**src/rtl/shifter_pkg.sv**
```systemverilog
// Op encoding and op-classification helpers shared by the pipelined barrel shifter.
package shifter_pkg;

  typedef enum logic [2:0] {
    SRL = 3'b000,
    SLL = 3'b001,
    SRA = 3'b010,
    ROR = 3'b011,
    ROL = 3'b100
  } shift_op_e;

  function automatic logic is_left(input logic [2:0] op);
    return (op == SLL) || (op == ROL);
  endfunction

  function automatic logic is_rotate(input logic [2:0] op);
    return (op == ROR) || (op == ROL);
  endfunction

  // Encodings above ROL pass the operand through untouched.
  function automatic logic is_reserved(input logic [2:0] op);
    return op > ROL;
  endfunction

endpackage

```
**src/rtl/shift_stage.sv**
```systemverilog
// One log2 step of the shifter: conditional right shift by 2^K, refilling the
// vacated top bits either with the bits shifted out (rotate) or with a fill bit.
module shift_stage #(
  parameter int N = 16,
  parameter int K = 0
) (
  input  logic [N-1:0] data_i,
  input  logic         en_i,
  input  logic         rotate_i,
  input  logic         fill_i,
  output logic [N-1:0] data_o
);

  localparam int S = 1 << K;

  logic [S-1:0] wrap;

  always_comb begin
    wrap   = rotate_i ? data_i[S-1:0] : {S{fill_i}};
    data_o = en_i ? {wrap, data_i[N-1:S]} : data_i;
  end

endmodule

```
**src/rtl/pipelined_barrel_shifter.sv**
```systemverilog
// Pipelined barrel shifter: one registered shift_stage per amount bit, with a
// single global stall so the whole pipe freezes when the output is not taken.
module pipelined_barrel_shifter
  import shifter_pkg::*;
#(
  parameter  int N   = 16,
  localparam int SHW = $clog2(N)
) (
  input  logic           clk,
  input  logic           reset,
  input  logic           in_valid,
  output logic           in_ready,
  input  logic [N-1:0]   in_data,
  input  logic [SHW-1:0] in_amount,
  input  logic [2:0]     in_op,
  output logic           out_valid,
  input  logic           out_ready,
  output logic [N-1:0]   out_data
);

  localparam int SBW = (SHW > 1) ? SHW - 1 : 1;

  logic           advance;
  logic [SHW-1:0] amt_in;
  logic [N-1:0]   in_rev;
  logic [N-1:0]   out_rev;

  logic [N-1:0]   stage_src [SHW];
  logic [N-1:0]   stage_out [SHW];
  logic [N-1:0]   data_d    [SHW];
  logic [2:0]     stage_op  [SHW];
  logic [SHW-1:0] stage_fill;
  logic [SHW-1:0] stage_en;
  logic [SHW-1:0] stage_vin;

  logic [N-1:0]   data_q [SHW];
  logic [SHW-1:0] valid_q;
  logic [2:0]     op_q   [SBW];
  logic [SBW-1:0] fill_q;

  assign advance   = ~valid_q[SHW-1] | out_ready;
  assign in_ready  = advance;
  assign out_valid = valid_q[SHW-1];
  assign out_data  = data_q[SHW-1];
  assign amt_in    = is_reserved(in_op) ? '0 : in_amount;

  // Left ops run through the right-shift core on bit-reversed data.
  for (genvar b = 0; b < N; b++) begin : g_rev
    assign in_rev[b]  = is_left(in_op) ? in_data[N-1-b] : in_data[b];
    assign out_rev[b] = stage_out[SHW-1][N-1-b];
  end

  for (genvar k = 0; k < SHW; k++) begin : g_stage
    if (k == 0) begin : g_head
      assign stage_src[k]  = in_rev;
      assign stage_op[k]   = in_op;
      assign stage_fill[k] = (in_op == SRA) & in_data[N-1];
      assign stage_en[k]   = amt_in[0];
      assign stage_vin[k]  = in_valid;
    end else begin : g_body
      // Amount bit k waits k cycles so it meets its data at stage k.
      logic [k-1:0] line_q;

      assign stage_src[k]  = data_q[k-1];
      assign stage_op[k]   = op_q[k-1];
      assign stage_fill[k] = fill_q[k-1];
      assign stage_en[k]   = line_q[k-1];
      assign stage_vin[k]  = valid_q[k-1];

      if (k == 1) begin : g_one
        always_ff @(posedge clk) begin
          if (reset) begin
            line_q <= '0;
          end else if (advance) begin
            line_q <= amt_in[k];
          end
        end
      end else begin : g_many
        always_ff @(posedge clk) begin
          if (reset) begin
            line_q <= '0;
          end else if (advance) begin
            line_q <= {line_q[k-2:0], amt_in[k]};
          end
        end
      end
    end

    shift_stage #(
      .N(N),
      .K(k)
    ) u_shift_stage (
      .data_i   (stage_src[k]),
      .en_i     (stage_en[k]),
      .rotate_i (is_rotate(stage_op[k])),
      .fill_i   (stage_fill[k]),
      .data_o   (stage_out[k])
    );
  end

  always_comb begin
    for (int k = 0; k < SHW; k++) begin
      data_d[k] = stage_out[k];
    end
    data_d[SHW-1] = is_left(stage_op[SHW-1]) ? out_rev : stage_out[SHW-1];
  end

  always_ff @(posedge clk) begin
    if (reset) begin
      for (int k = 0; k < SHW; k++) begin
        data_q[k] <= '0;
      end
      for (int k = 0; k < SBW; k++) begin
        op_q[k] <= '0;
      end
      valid_q <= '0;
      fill_q  <= '0;
    end else if (advance) begin
      for (int k = 0; k < SHW; k++) begin
        data_q[k] <= data_d[k];
      end
      for (int k = 0; k < SBW; k++) begin
        op_q[k] <= stage_op[k];
      end
      valid_q <= stage_vin;
      fill_q  <= stage_fill[SBW-1:0];
    end
  end

endmodule

```
**config.mk**
```make
export PLATFORM = sky130hd
export DESIGN_NAME = pipelined_barrel_shifter
export DESIGN_NICKNAME = d
export VERILOG_FILES = /design/src/rtl/shifter_pkg.sv /design/src/rtl/shift_stage.sv /design/src/rtl/pipelined_barrel_shifter.sv
export SDC_FILE = /design/constraint.sdc
export NUM_CORES = 1
export LEC_CHECK = 0
export ABC_AREA = 1
export BUFFER_PORTS_ARGS = -buffer_cell sky130_fd_sc_hd__buf_4
export CAP_MARGIN = 20
export CORE_MARGIN = 10
export CORE_UTILIZATION = 55
export CTS_BUF_LIST = sky130_fd_sc_hd__clkbuf_8
export CTS_CLUSTER_DIAMETER = 80
export DETAILED_ROUTE_END_ITERATION = 7
export PLACE_DENSITY = 0.78
export SLEW_MARGIN = 20
export SYNTH_ARGS = -nofsm -noshare
export SYNTH_HDL_FRONTEND = slang
export SYNTH_SLANG_ARGS = --single-unit
```
**constraint.sdc**
```tcl
create_clock -name clk -period 3.9 [get_ports clk]
set_input_delay 0.78 -clock clk [delete_from_list [all_inputs] [get_ports clk]]
set_output_delay 0.78 -clock clk [all_outputs]
set_load 0.02 [all_outputs]
```
# Word level (Yosys, flattened, before mapping)
# Memory sizes are Yosys's and may differ from the RTL's.
# Index checks and enable logic that the tools add are counted.
# word_totals
in_bits	27
reg_bits	13
ramBits	73
n_memories	2
output_inout_bits	18
# memory_table
name	depth	width	read_ports	rd_clocked_by_memory_dff	write_ports	line	text
data_q	4	16	4	0	4	pipelined_barrel_shifter.sv:36	logic [N-1:0] data_q [SHW];
op_q	3	3	3	0	3	pipelined_barrel_shifter.sv:38	logic [2:0] op_q [SBW];
# op_classes
reduce_logical	6
n_mux	38
n_lt_le_gt_ge	1
eq_ne	11
n_bitwise	10
# ops
operator	count
two-way mux 16 bit	9
two-way mux 1 bit	22
== test 3 x 2 -> 1 bit, second input constant	5
== test 3 bit, second input constant	4
two-way mux 3 bit	3
two-way mux 4 bit	2
two-way mux 8 bit	1
OR 1 bit	8
== test 3 x 1 -> 1 bit, second input constant	2
logical OR 1 bit	6
> comparator 3 bit, second input constant	1
two-way mux 2 bit	1
bitwise AND 1 bit	1
NOT 1 bit	1

# Longest topological paths before layout
# Gate-level depths: netlist of the first run.
# logic_depth
ltp_word	6
ltp_mapped	9

# By module
# Synthesis of the first run repeated with hierarchy kept, for this count alone.
# unflattened
hier_cells	655
area_unflattened_um2	4983.5
# modules_own_cells
mod	cells_per_inst	n_inst	seq_area_each_um2	area_per_inst_um2
pipelined_barrel_shifter	409	1	2452.4	3777.4
shift_stage (g_stage[2].u_shift_stage)	62	1	0.0	321.6
shift_stage (g_stage[1].u_shift_stage)	58	1	0.0	306.5
shift_stage (g_stage[3].u_shift_stage)	71	1	0.0	305.3
shift_stage (g_stage[0].u_shift_stage)	55	1	0.0	272.8

# Worst setup path after synthesis of the first run
# Ideal clock, no wire load.
# synth_timing
kind	input to register
startpoint	input out_ready
endpoint	memory data_q[0][0] (enable)
setup_ps	466
t_arrival_ps	3366
path_buffers	1
t_required_ps	3434
path_slack_ps	68
cell_stages	5
cell_sequence	inv_1 nand2_1 inv_1 nand2_1 clkbuf_1
# synth_rtl
element	line	text
start, declared	pipelined_barrel_shifter.sv:17	input logic out_ready,
end, declared	pipelined_barrel_shifter.sv:36	

==> flow_summary.yaml, run 1 <==
status:
  status: "finished, final reports clean"
floorplanning:
  ios: 45
  die_area_um2: 11800
  dieWidth_um: 109
  initial_core_util_pct: 56.2
  coreArea_um2: 7690
  rows: 32
  die_y_um: 109
synth:
  syn_area_um2: 4320
  synth_top_cell_area_share_pct: 50.8
  yosysSeqAreaShare_pct: 56.8
  synth_top_flop_cell: "edfxtp_1"
  synthCells: 505
  synth_largest_area_cell: "edfxtp_1"
  ys_ff_latch: 86
  synth_edf_count: 73
  synth.distinct_cells: 25
  synth_area_leaders: "edfxtp_1 (51%), nand2_1 (13%), dfxtp_1 (6.0%)"
  avgSynthCellArea_um2: 8.55
  yosysWarnings: 0
  synth_fp_nets: 532
  synth-async-reset-ratio_pct: 0
job:
  maxCapViolations: 0
final_layout:
  n_fill_cell: 658
  stdcell_area_um2: 4860
  nets: 566
  layout_commonest_cell: "nand2_1"
  drive_gt1_share_pct: 15.6
  area_growth_pct: 12.5
  final_cell_mix: "nand2_1 (152), edfxtp_1 (73), nor2_1 (48)"
  n_antenna_cell: 0
  stdcell_count: 646
sta:
  tightest_slew_ns: 0.868
  max_freq_mhz: 469
  fin_skew_ns: 0.00781
  slew_headroom_pct: 42.0
  holdWs_ns: 0.477
  tns_ns: 0
  finalHoldViolations: 0
  setup_violations: 0
  rsz0062_at_grt: "false"
  min_period_ns: 2.13
  period_share_pct: 54.7
  drv_slew: 0
clock_tree:
  cts_tree: "built"
  clk_pin_slew_ns: 0.08
  clock_latency_ns: 0.35
  cts.htree.levels: 3
  cts-buffers-inserted: 9
  root_buffer: "clkbuf_8"
  cts_buffer_depth: 2
  post_cts_resized: 0
  cts_hold_buffers: 0
  postCtsSetupBuffers: 0
  cts.sinks: 86
setup_path:
  reg2reg_from: "valid_q[3]"
  path_max_fanout: 37
  worstSetupStartpoint: "out_ready"
  worstSetupEndpointType: "flip-flop"
  cp-start-kind: "primary input"
  required_ns: 3.91
  max_stage_delay_ns: 0.57
  slowest_stage: "nand2_2"
  critPathArrivalTime_ns: 2.15
  cp_cell_sequence: "buf_4 > inv_1 > nand2_1 > inv_1 > nand2_2 > buf_4"
  critPathKind: "in -> reg"
global_route:
  grt_overflow: 0
  grt_max_degree: 45
  grt_pass1_wl_mm: 13.0
  grt_usage_pct: 13.4
  grt_pass1_vias: 3181
  antenna_found_initial: 0
hold_path:
  hp-class: "reg -> reg"
  min_from: "valid_q[1]"
power:
  powerDensity_nw_per_um2: 394
  peakVddDrop_v: 0.000150
  p_leak_uw: 0.00212
detailed_routing:
  drtAntennaViolNets: 0
  vias_per_cell: 5.13
  routed_wl_mm: 7.64
  via_count: 3315
  post_drt_wl_per_cell_um: 11.8
  drt_iter0_markers: 159
  firstDrtPassIters: 5
  drc: 0
placed_design:
  dpl_cell_area_um2: 4670
  dp_cells: 630
  io_buffers: 44
  gp_congestion: 0.874
  dp_hpwl_mm: 5.55
==> power by group <==
| group | leakage (uW) | switching (uW) | total, uW | internal [uW] |
|---|---|---|---|---|
| sequential | 0.000975 | 33.9 | 1100 | 1070 |
| clock | 0.000103 | 285 | 572 | 287 |
| combinational | 0.00105 | 147 | 241 | 94.6 |
| total | 0.00212 | 466 | 1910 | 1450 |
==> state kept, by name, summed over array words and instances (netlist names) <==
signal,count
op_q,9
fill_q,3
g_stage.g_body.line_q,6
valid_q,4
data_q,64
==> worst max-delay path: cells and delay by family <==
kind	cells	cell delay, ns
simple gates	2	0.69
buf+inv	4	0.66
==> metal layers <==
metal / track usage [%] / up-vias / part of all wire (%)
li1: - / 1748 / -
met1: 13.3 / 1463 / 41
met2: 24.6 / 90 / 51
met3: 3.87 / 14 / 5.6
met4: 7.53 / 0 / 2.4
met5: 0 / - / 0
==> cell families after synthesis <==
group                  share of synthesized area [%]
buffers and inverters                           6.55
DFF                                             56.8
and+or+nand+nor                                 26.3
AOI/OAI and AO/OA                               10.3
==> synth_stat cells (2+ instances only) <==
library cell and number:
buf_2 10, nand2_2 12, or2_2 4, nor2_1 48
o22ai_1 6, buf_1 4, clkbuf_1 7, edfxtp_1 73
nand2_1 153, inv_2 2, inv_1 38, a21oi_1 43
nand3b_1 2, o211ai_1 4, nand3_2 2, nand3_1 46
o21ai_0 30, dfxtp_1 13, buf_4 2
==> area by class of cell <==
class	count	area (um2)	share of cell area, %
inverter	41	156	3.22
clock buffer	9	124	2.55
multi-input combinational	354	1590	32.6
sequential	86	2450	50.5
timing repair buffer	47	353	7.26
tap	102	128	2.63
clock inverter	7	58.8	1.21
==> path summary, 6_finish.rpt <==
path	slack, ns	endpoint	cells after the start
max	1.77	data_q[0][2]	6
min	0.48	valid_q[1]	2
max reg2reg	1.97	data_q[0][2]	4
min reg2reg	0.48	valid_q[1]	2
==> metrics by stage <==
stage / util, % / power [uW] / setup WS [ns]
floorplan: - / 1290 / 0.0680
global placement: 60.8 / 1350 / 1.47
detailed placement: 60.8 / 1360 / 1.40
CTS: 63.2 / 1930 / 1.77
global route: 63.2 / 2010 / 1.64
finish: 63.2 / 1910 / 1.77
Power figures use the tool's default switching activity.
==> run 2: changes to the inputs <==
Settings changed: ABC_AREA 1 to 0, PLACE_DENSITY 0.78 to 0.75.
Clock period 3.9 ns to 2 ns, I/O delays scaled along.
==> run 2 against run 1 <==
Combinational power rose by 81%. Worst hold slack worse by 0.21 ns. Power increased by 99%. Register-to-register slack lost 1.8 ns. Cell area increased by 0.57%. Sequential share of layout area fell by 0.21 points. Utilization grew 3.8 points. Clock power up 120%. Wire length shrank 2.1%. Critical endpoint is now data_q[3][13]. Largest power group unchanged. Highest routed layer unchanged.
==> flow_summary.yaml, run 2 <==
hold_path:
  hold_path_depth: 2
  hold_end: "g_stage[1].g_body.line_q"
  hp-class: "in -> reg"
  min_from: "in_amount[1]"
global_route:
  grt_pass1_wl_mm: 12.4
  grt_pass1_vias: 2731
  antenna_found_initial: 0
  grt_max_degree: 74
  grt_overflow: 0
  grt_usage_pct: 13.4
synth:
  syn_area_um2: 4140
  synthCells: 342
  synth_largest_area_cell: "edfxtp_1"
  yosysSeqAreaShare_pct: 59.3
  synth_edf_count: 73
  yosysWarnings: 0
  synth_top_cell_area_share_pct: 53.0
  synth.distinct_cells: 32
  synth.cells.most_frequent: "edfxtp_1 (73), mux2i_1 (57), nor2_1 (43)"
  ys_ff_latch: 86
  synth.most_common_cell: "edfxtp_1"
  synth_top_flop_cell: "edfxtp_1"
  synth_area_leaders: "edfxtp_1 (53%), mux2i_1 (14%), dfxtp_1 (6.3%)"
  synth-async-reset-ratio_pct: 0
  avgSynthCellArea_um2: 12.1
  synth_fp_nets: 369
power:
  powerDensity_nw_per_um2: 779
  p_leak_uw: 0.00196
  peakVddDrop_v: 0.000351
clock_tree:
  cts.sinks: 86
  cts-buffers-inserted: 9
  clock_latency_ns: 0.34
  root_buffer: "clkbuf_8"
  cts_buffer_depth: 2
  post_cts_resized: 0
  cts.htree.levels: 3
  cts_tree: "built"
  cts_hold_buffers: 0
  postCtsSetupBuffers: 0
  clk_pin_slew_ns: 0.08
sta:
  finalHoldViolations: 0
  fin_skew_ns: 0.00841
  holdWs_ns: 0.269
  rsz0062_at_grt: "false"
  tns_ns: 0
  tightest_slew_ns: 0.801
  slew_headroom_pct: 46.5
  drv_slew: 0
  period_share_pct: 93.5
  max_freq_mhz: 535
  min_period_ns: 1.87
  setup_violations: 0
setup_path:
  critPathKind: "reg -> reg"
  max_stage_delay_ns: 0.54
  reg2reg_from: "op_q[0][7]"
  cp_cell_sequence: "or3b_1 > and3b_1 > buf_4 > o21ai_2 > a32o_1"
  slowest_stage: "or3b_1"
  required_ns: 2.21
  reg2reg_depth: 5
  cp-start-kind: "flip-flop"
  crit_family: "simple AND/OR/NAND/NOR gates"
  path_max_fanout: 9
  timing.rr.end: "data_q[3][13]"
  critPathBufInv: 1
  critPathArrivalTime_ns: 2.08
  worstSetupEndpointType: "flip-flop"
  r2r_slack_ns: 0.13
floorplanning:
  rows: 31
  die_y_um: 107
  dieWidth_um: 107
  die_area_um2: 11400
  ios: 45
  coreArea_um2: 7290
  initial_core_util_pct: 56.7
detailed_routing:
  firstDrtPassIters: 4
  drc: 0
  post_drt_wl_per_cell_um: 15.0
  vias_per_cell: 5.53
  via_count: 2758
  drt_iter0_markers: 75
  drtAntennaViolNets: 0
  routed_wl_mm: 7.47
final_layout:
  final_cell_mix: "edfxtp_1 (73), buf_4 (60), mux2i_1 (57)"
  regMostFlops: "data_q"
  n_fill_cell: 571
  largest_register_ffs: 64
  stdcell_count: 499
  layout_commonest_cell: "edfxtp_1"
  drive_gt1_share_pct: 24.3
  stdcell_area_um2: 4880
  n_antenna_cell: 0
  nets: 422
  area_growth_pct: 18.1
  top_regs: "data_q: 64 flops, op_q: 9 flops, g_stage.g_body.line_q: 6 flops"
  final_util_pct: 67.0
placed_design:
  dpl_cell_area_um2: 4680
  gp_congestion: 0.857
  dp_hpwl_mm: 5.53
  io_buffers: 44
  dp_cells: 483
status:
  status: "finished, final reports clean"
job:
  maxCapViolations: 0
run 2: changes by cell type after synthesis, sizes merged, moves of 8 or more:
cell,before,now
mux2i,0,57
inv,41,4
o22ai,6,14
o21ai,32,16
a21oi,43,27
nand3,48,1
a32o,0,16
nand2,166,22
and2,0,9
run 2: power breakdown:
group | leakage [uW] | internal (uW) | switching [uW] | total (uW)
clock | 0.000113 | 686 | 562 | 1250
combinational | 0.000866 | 206 | 230 | 436
sequential | 0.000979 | 2060 | 57.8 | 2120
run 2: cell families after synthesis:
family	Yosys count	synth area share (%)
AND/OR/NAND/NOR	94	10.7
flip-flops	86	59.3
AO/OA/AOI/OAI	79	13.2
multiplexers	57	13.8
buffers and inverters	24	2.66
XOR/XNOR	2	0.423
run 2: final cells by class:
cell class                 instances  area (um2)  share of cell area, %
multi-input combinational        232        1590                   32.6
clock buffer                       9         124                   2.54
clock inverter                     7        81.3                   1.66
timing repair buffer              62         490                   10.0
tap                               99         124                   2.54
sequential                        86        2460                   50.3
inverter                           4        18.8                  0.384
run 2: per-stage QoR:
| stage | power [uW] | setup slack (ns) |
|---|---|---|
| final | 3800 | 0.131 |
| after global routing | 3960 | 0.0375 |
| after CTS | 3830 | 0.152 |
| after detailed placement | 2600 | 0.174 |
| after global placement | 2580 | 0.227 |
| after floorplan | 2430 | -0.183 |
run 2: worst max path at each step:
stage                     to        from  depth (start not counted)
2_1_floorplan   data_q[0][0]  valid_q[3]                          4
3_3_place_gp   data_q[3][15]  op_q[0][7]                          5
3_5_place_dp   data_q[3][13]  op_q[0][7]                          5
4_1_cts        data_q[3][13]  op_q[0][7]                          5
5_1_grt        data_q[3][10]  op_q[0][7]                          5
6_report       data_q[3][13]  op_q[0][7]                          5
run 2: metal layers:
| layer | global-route usage [%] | part of all wire [%] | vias to the layer above |
|---|---|---|---|
| met5 | 0 | 0 | - |
| met4 | 5.32 | 1.9 | 0 |
| met3 | 3.83 | 5.2 | 11 |
| met2 | 24.9 | 53 | 64 |
| met1 | 13.8 | 40 | 1291 |
| li1 | - | - | 1392 |
run 2: worst register-to-register path, cell delays in order (launching register included):
cell	delay [ns]
edfxtp_1	0.42
or3b_1	0.54
and3b_1	0.24
buf_4	0.18
o21ai_2	0.17
a32o_1	0.19
